`src/rtl/depth_feed_sequencer_if.sv`:
```
// Snapshot, live and parser-feed level streams for the depth feed sequencer.
// slave is the sequencer side (consumes snap/live, drives out); master is the source/sink side.
interface depth_feed_sequencer_if;
  logic        snap_valid;
  logic        snap_ready;
  logic        snap_last;
  logic [63:0] snap_update_id;
  logic [63:0] snap_ts_ns;
  logic [7:0]  snap_side;
  logic [31:0] snap_price_f32;
  logic [31:0] snap_qty_f32;

  logic        live_valid;
  logic        live_ready;
  logic [63:0] live_ts_ns;
  logic [63:0] live_update_id;
  logic [7:0]  live_side;
  logic [31:0] live_price_f32;
  logic [31:0] live_qty_f32;

  logic        out_valid;
  logic [63:0] out_ts_ns;
  logic [63:0] out_update_id;
  logic [7:0]  out_side;
  logic [31:0] out_price_f32;
  logic [31:0] out_qty_f32;
  logic        out_is_snap;

  modport slave (
    input  snap_valid, snap_last, snap_update_id, snap_ts_ns, snap_side, snap_price_f32, snap_qty_f32,
    output snap_ready,
    input  live_valid, live_ts_ns, live_update_id, live_side, live_price_f32, live_qty_f32,
    output live_ready,
    output out_valid, out_ts_ns, out_update_id, out_side, out_price_f32, out_qty_f32, out_is_snap
  );

  modport master (
    output snap_valid, snap_last, snap_update_id, snap_ts_ns, snap_side, snap_price_f32, snap_qty_f32,
    input  snap_ready,
    output live_valid, live_ts_ns, live_update_id, live_side, live_price_f32, live_qty_f32,
    input  live_ready,
    input  out_valid, out_ts_ns, out_update_id, out_side, out_price_f32, out_qty_f32, out_is_snap
  );
endinterface

```
`src/rtl/depth_feed_sequencer.sv`:
```
// Book sync sequencer: replays REST snapshot levels, then live diffs in update_id order, resyncing on gaps.
// Latency 1 accept->out_valid; no parser backpressure, readies decoded from state and forced low by abort.
module depth_feed_sequencer #(
  parameter logic [63:0] MAX_GAP = 64'd1000,
  parameter int          CNT_W   = 32
) (
  input  logic                 clk,
  input  logic                 rst,
  input  logic                 start,
  input  logic                 abort,
  depth_feed_sequencer_if.slave feed,
  output logic [1:0]           state_o,
  output logic                 resync_req,
  output logic [CNT_W-1:0]     drop_cnt,
  output logic [CNT_W-1:0]     gap_cnt
);

  typedef enum logic [1:0] {
    ST_IDLE   = 2'd0,
    ST_SNAP   = 2'd1,
    ST_LIVE   = 2'd2,
    ST_RESYNC = 2'd3
  } state_t;

  typedef struct packed {
    logic [63:0] ts_ns;
    logic [63:0] update_id;
    logic [7:0]  side;
    logic [31:0] price_f32;
    logic [31:0] qty_f32;
    logic        is_snap;
  } beat_t;

  state_t           state_q, state_d;
  beat_t            beat_q, beat_d;
  logic             out_valid_q, out_valid_d;
  logic [63:0]      snap_id_q, last_id_q;
  logic [CNT_W-1:0] drop_cnt_q, gap_cnt_q;

  logic        snap_rdy, live_rdy;
  logic        snap_fire, live_fire;
  logic [63:0] live_id, id_delta;
  logic        is_stale, is_regress, is_gap;
  logic        live_fwd, live_bad;

  // Live id classification; staleness outranks regression and gap checks.
  always_comb begin
    live_id    = feed.live_update_id;
    is_stale   = (live_id <= snap_id_q);
    is_regress = (live_id < last_id_q);
    id_delta   = live_id - last_id_q;
    is_gap     = !is_regress && (id_delta > MAX_GAP);
  end

  always_comb begin
    snap_rdy  = 1'b0;
    live_rdy  = 1'b0;
    state_d   = state_q;
    case (state_q)
      ST_IDLE: begin
        if (start) state_d = ST_SNAP;
      end
      ST_SNAP: begin
        snap_rdy = 1'b1;
        if (feed.snap_valid && feed.snap_last) state_d = ST_LIVE;
      end
      ST_LIVE: begin
        live_rdy = 1'b1;
        if (feed.live_valid && !is_stale && (is_regress || is_gap)) state_d = ST_RESYNC;
      end
      ST_RESYNC: begin
        state_d = ST_IDLE;
      end
      default: state_d = ST_IDLE;
    endcase
    if (abort) begin
      snap_rdy = 1'b0;
      live_rdy = 1'b0;
      state_d  = ST_IDLE;
    end
  end

  assign snap_fire = feed.snap_valid && snap_rdy;
  assign live_fire = feed.live_valid && live_rdy;
  assign live_fwd  = live_fire && !is_stale && !is_regress && !is_gap;
  assign live_bad  = live_fire && !is_stale && (is_regress || is_gap);

  always_comb begin
    beat_d      = beat_q;
    out_valid_d = 1'b0;
    if (snap_fire) begin
      out_valid_d = 1'b1;
      beat_d = '{ts_ns:     feed.snap_ts_ns,
                 update_id: feed.snap_update_id,
                 side:      feed.snap_side,
                 price_f32: feed.snap_price_f32,
                 qty_f32:   feed.snap_qty_f32,
                 is_snap:   1'b1};
    end else if (live_fwd) begin
      out_valid_d = 1'b1;
      beat_d = '{ts_ns:     feed.live_ts_ns,
                 update_id: feed.live_update_id,
                 side:      feed.live_side,
                 price_f32: feed.live_price_f32,
                 qty_f32:   feed.live_qty_f32,
                 is_snap:   1'b0};
    end
  end

  always_ff @(posedge clk or posedge rst) begin
    if (rst) begin
      state_q     <= ST_IDLE;
      beat_q      <= '0;
      out_valid_q <= 1'b0;
      snap_id_q   <= '0;
      last_id_q   <= '0;
      drop_cnt_q  <= '0;
      gap_cnt_q   <= '0;
    end else begin
      state_q     <= state_d;
      beat_q      <= beat_d;
      out_valid_q <= out_valid_d;
      if (snap_fire && feed.snap_last) begin
        snap_id_q <= feed.snap_update_id;
        last_id_q <= feed.snap_update_id;
      end else if (live_fwd) begin
        last_id_q <= live_id;
      end
      if (live_fire && is_stale && (drop_cnt_q != '1))
        drop_cnt_q <= drop_cnt_q + CNT_W'(1);
      if (live_bad && (gap_cnt_q != '1))
        gap_cnt_q <= gap_cnt_q + CNT_W'(1);
    end
  end

  assign feed.snap_ready    = snap_rdy;
  assign feed.live_ready    = live_rdy;
  assign feed.out_valid     = out_valid_q;
  assign feed.out_ts_ns     = beat_q.ts_ns;
  assign feed.out_update_id = beat_q.update_id;
  assign feed.out_side      = beat_q.side;
  assign feed.out_price_f32 = beat_q.price_f32;
  assign feed.out_qty_f32   = beat_q.qty_f32;
  assign feed.out_is_snap   = beat_q.is_snap;

  assign state_o    = state_q;
  // RESYNC always lasts exactly one cycle, so the state decode is the entry pulse.
  assign resync_req = (state_q == ST_RESYNC);
  assign drop_cnt   = drop_cnt_q;
  assign gap_cnt    = gap_cnt_q;

endmodule

```
`src/flat_wrapper.sv`:
```
// flat-port wrapper written by rule: the top's interface ports become plain ports
module depth_feed_sequencer_flat 
#(
  parameter logic [63:0] MAX_GAP = 64'd1000,
  parameter int          CNT_W   = 32
)
  (clk, rst, start, abort, state_o, resync_req, drop_cnt, gap_cnt, feed_snap_valid, feed_snap_last, feed_snap_update_id, feed_snap_ts_ns, feed_snap_side, feed_snap_price_f32, feed_snap_qty_f32, feed_snap_ready, feed_live_valid, feed_live_ts_ns, feed_live_update_id, feed_live_side, feed_live_price_f32, feed_live_qty_f32, feed_live_ready, feed_out_valid, feed_out_ts_ns, feed_out_update_id, feed_out_side, feed_out_price_f32, feed_out_qty_f32, feed_out_is_snap);
  depth_feed_sequencer_if feed_i ();
  input  logic clk;
  input  logic rst;
  input  logic start;
  input  logic abort;
  output logic [1:0] state_o;
  output logic resync_req;
  output logic [CNT_W-1:0] drop_cnt;
  output logic [CNT_W-1:0] gap_cnt;
  input wire logic [$bits(feed_i.snap_valid)-1:0] feed_snap_valid;
  input wire logic [$bits(feed_i.snap_last)-1:0] feed_snap_last;
  input wire logic [$bits(feed_i.snap_update_id)-1:0] feed_snap_update_id;
  input wire logic [$bits(feed_i.snap_ts_ns)-1:0] feed_snap_ts_ns;
  input wire logic [$bits(feed_i.snap_side)-1:0] feed_snap_side;
  input wire logic [$bits(feed_i.snap_price_f32)-1:0] feed_snap_price_f32;
  input wire logic [$bits(feed_i.snap_qty_f32)-1:0] feed_snap_qty_f32;
  output wire logic [$bits(feed_i.snap_ready)-1:0] feed_snap_ready;
  input wire logic [$bits(feed_i.live_valid)-1:0] feed_live_valid;
  input wire logic [$bits(feed_i.live_ts_ns)-1:0] feed_live_ts_ns;
  input wire logic [$bits(feed_i.live_update_id)-1:0] feed_live_update_id;
  input wire logic [$bits(feed_i.live_side)-1:0] feed_live_side;
  input wire logic [$bits(feed_i.live_price_f32)-1:0] feed_live_price_f32;
  input wire logic [$bits(feed_i.live_qty_f32)-1:0] feed_live_qty_f32;
  output wire logic [$bits(feed_i.live_ready)-1:0] feed_live_ready;
  output wire logic [$bits(feed_i.out_valid)-1:0] feed_out_valid;
  output wire logic [$bits(feed_i.out_ts_ns)-1:0] feed_out_ts_ns;
  output wire logic [$bits(feed_i.out_update_id)-1:0] feed_out_update_id;
  output wire logic [$bits(feed_i.out_side)-1:0] feed_out_side;
  output wire logic [$bits(feed_i.out_price_f32)-1:0] feed_out_price_f32;
  output wire logic [$bits(feed_i.out_qty_f32)-1:0] feed_out_qty_f32;
  output wire logic [$bits(feed_i.out_is_snap)-1:0] feed_out_is_snap;
  assign feed_i.snap_valid = feed_snap_valid;
  assign feed_i.snap_last = feed_snap_last;
  assign feed_i.snap_update_id = feed_snap_update_id;
  assign feed_i.snap_ts_ns = feed_snap_ts_ns;
  assign feed_i.snap_side = feed_snap_side;
  assign feed_i.snap_price_f32 = feed_snap_price_f32;
  assign feed_i.snap_qty_f32 = feed_snap_qty_f32;
  assign feed_snap_ready = feed_i.snap_ready;
  assign feed_i.live_valid = feed_live_valid;
  assign feed_i.live_ts_ns = feed_live_ts_ns;
  assign feed_i.live_update_id = feed_live_update_id;
  assign feed_i.live_side = feed_live_side;
  assign feed_i.live_price_f32 = feed_live_price_f32;
  assign feed_i.live_qty_f32 = feed_live_qty_f32;
  assign feed_live_ready = feed_i.live_ready;
  assign feed_out_valid = feed_i.out_valid;
  assign feed_out_ts_ns = feed_i.out_ts_ns;
  assign feed_out_update_id = feed_i.out_update_id;
  assign feed_out_side = feed_i.out_side;
  assign feed_out_price_f32 = feed_i.out_price_f32;
  assign feed_out_qty_f32 = feed_i.out_qty_f32;
  assign feed_out_is_snap = feed_i.out_is_snap;
  depth_feed_sequencer #(.MAX_GAP(MAX_GAP), .CNT_W(CNT_W)) u_core (.clk(clk), .rst(rst), .start(start), .abort(abort), .feed(feed_i), .state_o(state_o), .resync_req(resync_req), .drop_cnt(drop_cnt), .gap_cnt(gap_cnt));
endmodule
```
`config.mk`:
```
export PLATFORM = sky130hd
export DESIGN_NAME = depth_feed_sequencer_flat
export DESIGN_NICKNAME = d
export VERILOG_FILES = /design/src/rtl/depth_feed_sequencer_if.sv /design/src/rtl/depth_feed_sequencer.sv /design/src/flat_wrapper.sv
export SDC_FILE = /design/constraint.sdc
export NUM_CORES = 1
export LEC_CHECK = 0
export ABC_AREA = 0
export CORE_AREA = 5 5 262 264
export DETAILED_ROUTE_END_ITERATION = 8
export DIE_AREA = 0 0 267 269
export PLACE_DENSITY = 0.72
export SYNTH_ARGS = -nofsm -noshare
export SYNTH_HDL_FRONTEND = slang
export SYNTH_SLANG_ARGS = --single-unit
```
`constraint.sdc`:
```
create_clock -name clk -period 43.6 [get_ports clk]
set_input_delay 13.08 -clock clk [delete_from_list [all_inputs] [get_ports clk]]
set_output_delay 13.08 -clock clk [all_outputs]
set_load 0.05 [all_outputs]
```
==> flow_metrics.env <==
export IMPL_fp_dieW_um=267
export IMPL_cts_max_path_buffers=3
export IMPL_syn_to_final_growth_pct=28.8
export IMPL_overflow=0
export IMPL_cp_slowest_stage_delay_ns=0.91
export IMPL_grt_max_degree=201
export IMPL_cp_common_cell="clkdlybuf4s50_1"
export IMPL_synth_nets=3803
export IMPL_skew_ns=0.0531
export IMPL_cp_startpoint="abort"
export IMPL_rsz0062_at_grt="false"
export IMPL_detail_route_wl_per_cell_um=24.2
export IMPL_setup_slack_ns=15.62
export IMPL_fin_crit_sh_pct=64.2
export IMPL_globalplace_congestion=0.943
export IMPL_worstPathCellList="clkdlybuf4s50_1 -> nor2b_1 -> clkdlybuf4s50_1"
export IMPL_cts_tree="built"
export IMPL_power_density_mw_per_mm2=69.5
export IMPL_via_per_inst=6.06
export IMPL_path_class="in2out"
export IMPL_synth_distinct_cells=93
export IMPL_hold_viol=0
export IMPL_yosys_warnings=0
export IMPL_grt_usage_pct=29.3
export IMPL_fin_crit_ns=27.98
export IMPL_port_buffers=677
export IMPL_wl_mm=113
export IMPL_use_met1_pct=38.0
export IMPL_netlist_area_sq_mm=0.0289
export IMPL_cts_root_buf="clkbuf_16"
export IMPL_cts_htree_levels=2
export IMPL_cts_resized=0
export IMPL_clock_sinks=396
export IMPL_p_leak_nw=15.5
export IMPL_clk_pin_slew_ns=0.06
export IMPL_drive_gt1_share_pct=12.5
export IMPL_cp_start_kind="primary input"
export IMPL_synth_edf_count=0
export IMPL_gr_usage_met2_pct=47.4
export IMPL_clkLatencyLatePin_ns=0.64
export IMPL_grt_busiest_layer="met2"
export IMPL_fmax_ghz=0.0357
export IMPL_first_iter_violations=2773
export IMPL_hold_buffers=0
export IMPL_core_area_sq_mm=0.0663
export IMPL_fin_nets=4266
export IMPL_firstDrtPassIters=5
export IMPL_synthCells=3260
export IMPL_synth_ff_type="dfrtp_1"
export IMPL_slew_limit_headroom_pct=16.9
export IMPL_worstHoldPathType="reg2reg"
export IMPL_post_cts_buffers=0
export IMPL_setup_viol=0
export IMPL_status="finished clean"
export IMPL_ir_drop_v=0.0000539
export IMPL_crit_fanout=5
export IMPL_synth_seq_cells=396
export IMPL_rr_startpoint="u_core.last_id_q[0]"
export IMPL_drv_slew=0
export IMPL_start_util_pct=43.6
export IMPL_synthArstFlopShare_pct=100
export IMPL_syn_area_per_cell_sq_um=8.86
export IMPL_ant_nets=0
export IMPL_fin_tns_setup_ns=0
export IMPL_die_h_um=269
export IMPL_ios=678
export IMPL_row_count=95
export IMPL_vias=28200
export IMPL_dieArea_sq_mm=0.0718
export IMPL_critPathRequiredTime_ns=30.52
export IMPL_grt_pass1_vias=27200
export IMPL_worstPathArrival_ns=14.90
export IMPL_ys_seq_area_share_pct=34.3
export IMPL_dp_slack_ns=15.63
export IMPL_hpwl_mm=80.0
export IMPL_drc=0
export IMPL_worst_pin_slew_ns=1.25
export IMPL_grt_pass1_wl_mm=167
export IMPL_crit_path_end_kind="output port"
export IMPL_maxCapViolations=0
export IMPL_cts_made_buffers=49
export IMPL_crit_slowest_cell="clkdlybuf4s50_1"
export IMPL_hold_path_startpoint="u_core.drop_cnt[10]"
export IMPL_met3_usage_pct=7.45
export IMPL_antenna_found_initial=29
==> metal layers <==
metal / up-vias / share of wire, % / wire (um)
met3: 242 / 7.4 / 8330
met1: 13900 / 41 / 46400
met2: 1051 / 48 / 53600
met4: 16 / 3.8 / 4260
met5: - / 0.087 / 98
li1: 13000 / - / -
==> Yosys cell counts (6+ instances only) <==
| library cell | number | area [sq um] |
|---|---|---|
| o21ai_0 | 69 | 345 |
| clkbuf_1 | 177 | 664 |
| and4_1 | 10 | 87.6 |
| nor2b_1 | 13 | 81.3 |
| a21o_1 | 40 | 300 |
| buf_6 | 8 | 90.1 |
| or3_1 | 6 | 37.5 |
| xnor2_1 | 50 | 438 |
| o31ai_1 | 14 | 105 |
| nand2_1 | 137 | 514 |
| o22ai_1 | 7 | 43.8 |
| a311oi_1 | 7 | 61.3 |
| nand2b_1 | 7 | 43.8 |
| xor2_1 | 43 | 377 |
| nand4_1 | 62 | 388 |
| nor2_1 | 365 | 1370 |
| mux2_2 | 66 | 743 |
| a211oi_1 | 9 | 67.6 |
| a2111oi_0 | 7 | 61.3 |
| buf_1 | 46 | 173 |
| nand4b_1 | 6 | 52.6 |
| mux2i_1 | 9 | 90.1 |
| o21ai_1 | 6 | 30.0 |
| nor4_1 | 16 | 100 |
| and2_1 | 12 | 75.1 |
| nor3_1 | 50 | 250 |
| nor4b_1 | 15 | 131 |
| a21oi_1 | 118 | 591 |
| o21bai_1 | 10 | 75.1 |
| buf_2 | 42 | 210 |
| nand3_1 | 246 | 1230 |
| a211o_1 | 7 | 61.3 |
| a31oi_1 | 271 | 1700 |
| and3_1 | 222 | 1390 |
| or4_1 | 6 | 45.0 |
| o211ai_1 | 9 | 67.6 |
| o31ai_2 | 260 | 3250 |
| buf_12 | 22 | 440 |
| ha_1 | 135 | 1690 |
| inv_1 | 156 | 586 |
| dfrtp_1 | 396 | 9910 |
| o21a_1 | 15 | 113 |
==> cells in the final DEF, fill, tap and decap left out, drive strengths merged, types with 121 or more instances in the layout <==
cell type and count:
nand3 246, clkdlybuf4s50 677, o31ai 274, ha 135, nand2 139, a21oi 121, a31oi 272, nor2 365
inv 158, and3 222, dfrtp 396
==> where the power goes <==
part / switching (mW) / total (mW) / leakage (nW) / internal [mW]
clock network: 0.181 / 0.424 / 0.809 / 0.243
logic: 0.977 / 1.53 / 10.0 / 0.553
registers: 0.112 / 0.635 / 4.64 / 0.523
==> layout make-up <==
| type | count | area [sq um] |
|---|---|---|
| Antenna cell | 19 | 47.5 |
| Clock buffer | 76 | 1450 |
| Clock inverter | 15 | 205 |
| Fill cell | 6064 | 29100 |
| Inverter | 156 | 593 |
| Multi-Input combinational cell | 2410 | 16900 |
| Sequential cell | 396 | 9910 |
| Tap cell | 873 | 1090 |
| Timing Repair Buffer | 710 | 7060 |
==> sequential cells by signal (all words and copies together) (netlist names) <==
signal,cells
u_core.feed.out_price_f32,32
u_core.feed.out_update_id,64
u_core.gap_cnt,32
u_core.snap_id_q,64
u_core.state_o,2
u_core.feed.out_side,8
u_core.feed.out_is_snap,1
u_core.last_id_q,64
u_core.feed.out_ts_ns,64
u_core.drop_cnt,32
u_core.feed.out_valid,1
u_core.feed.out_qty_f32,32
==> worst paths after layout <==
check	endpoint	slack, ns	cells past startpoint
max in group asynchronous	u_core.gap_cnt[24]	28.31	4
setup reg to reg	u_core.last_id_q[32]	36.95	16
min in group asynchronous	u_core.feed.out_qty_f32[5]	13.04	2
setup / recovery	feed_snap_ready	15.62	3
hold / removal	u_core.drop_cnt[10]	0.49	1
hold reg to reg	u_core.drop_cnt[10]	0.49	1
==> per-stage QoR <==
step | power, mW | hold slack, ns | utilization [%] | cell area, sq um | cells
after floorplan | 1.64 | 0.479 | - | 28900 | 3260
after global placement | 2.13 | 0.477 | 53.6 | 35500 | 4545
after detailed placement | 2.15 | 0.481 | 53.6 | 35500 | 4545
after CTS | 2.58 | 0.493 | 56.1 | 37200 | 4636
after global routing | 2.72 | 0.512 | 56.1 | 37200 | 4646
final | 2.59 | 0.494 | 56.1 | 37200 | 4655
==> logic make-up (layout without fill, tap and decap cells) <==
logic type / after synthesis / count (layout) / share of synthesized area (%)
muxes: 76 / 76 / 2.92
DFF: 396 / 396 / 34.3
xor gates and xnor gates: 93 / 93 / 2.82
adders and majority gates: 136 / 136 / 5.91
other: 0 / 19 / 0
and+or+nand+nor: 1201 / 1201 / 20.9
AOI/OAI and AO/OA: 904 / 904 / 25.6
buffers and inverters: 454 / 957 / 7.56
==> worst max-delay path: cells and delay by family <==
| kind | cells | cell delay (ns) |
|---|---|---|
| buffers and inverters | 2 | 1.38 |
| and+or+nand+nor | 1 | 0.44 |
Power figures use the tool's default switching activity.
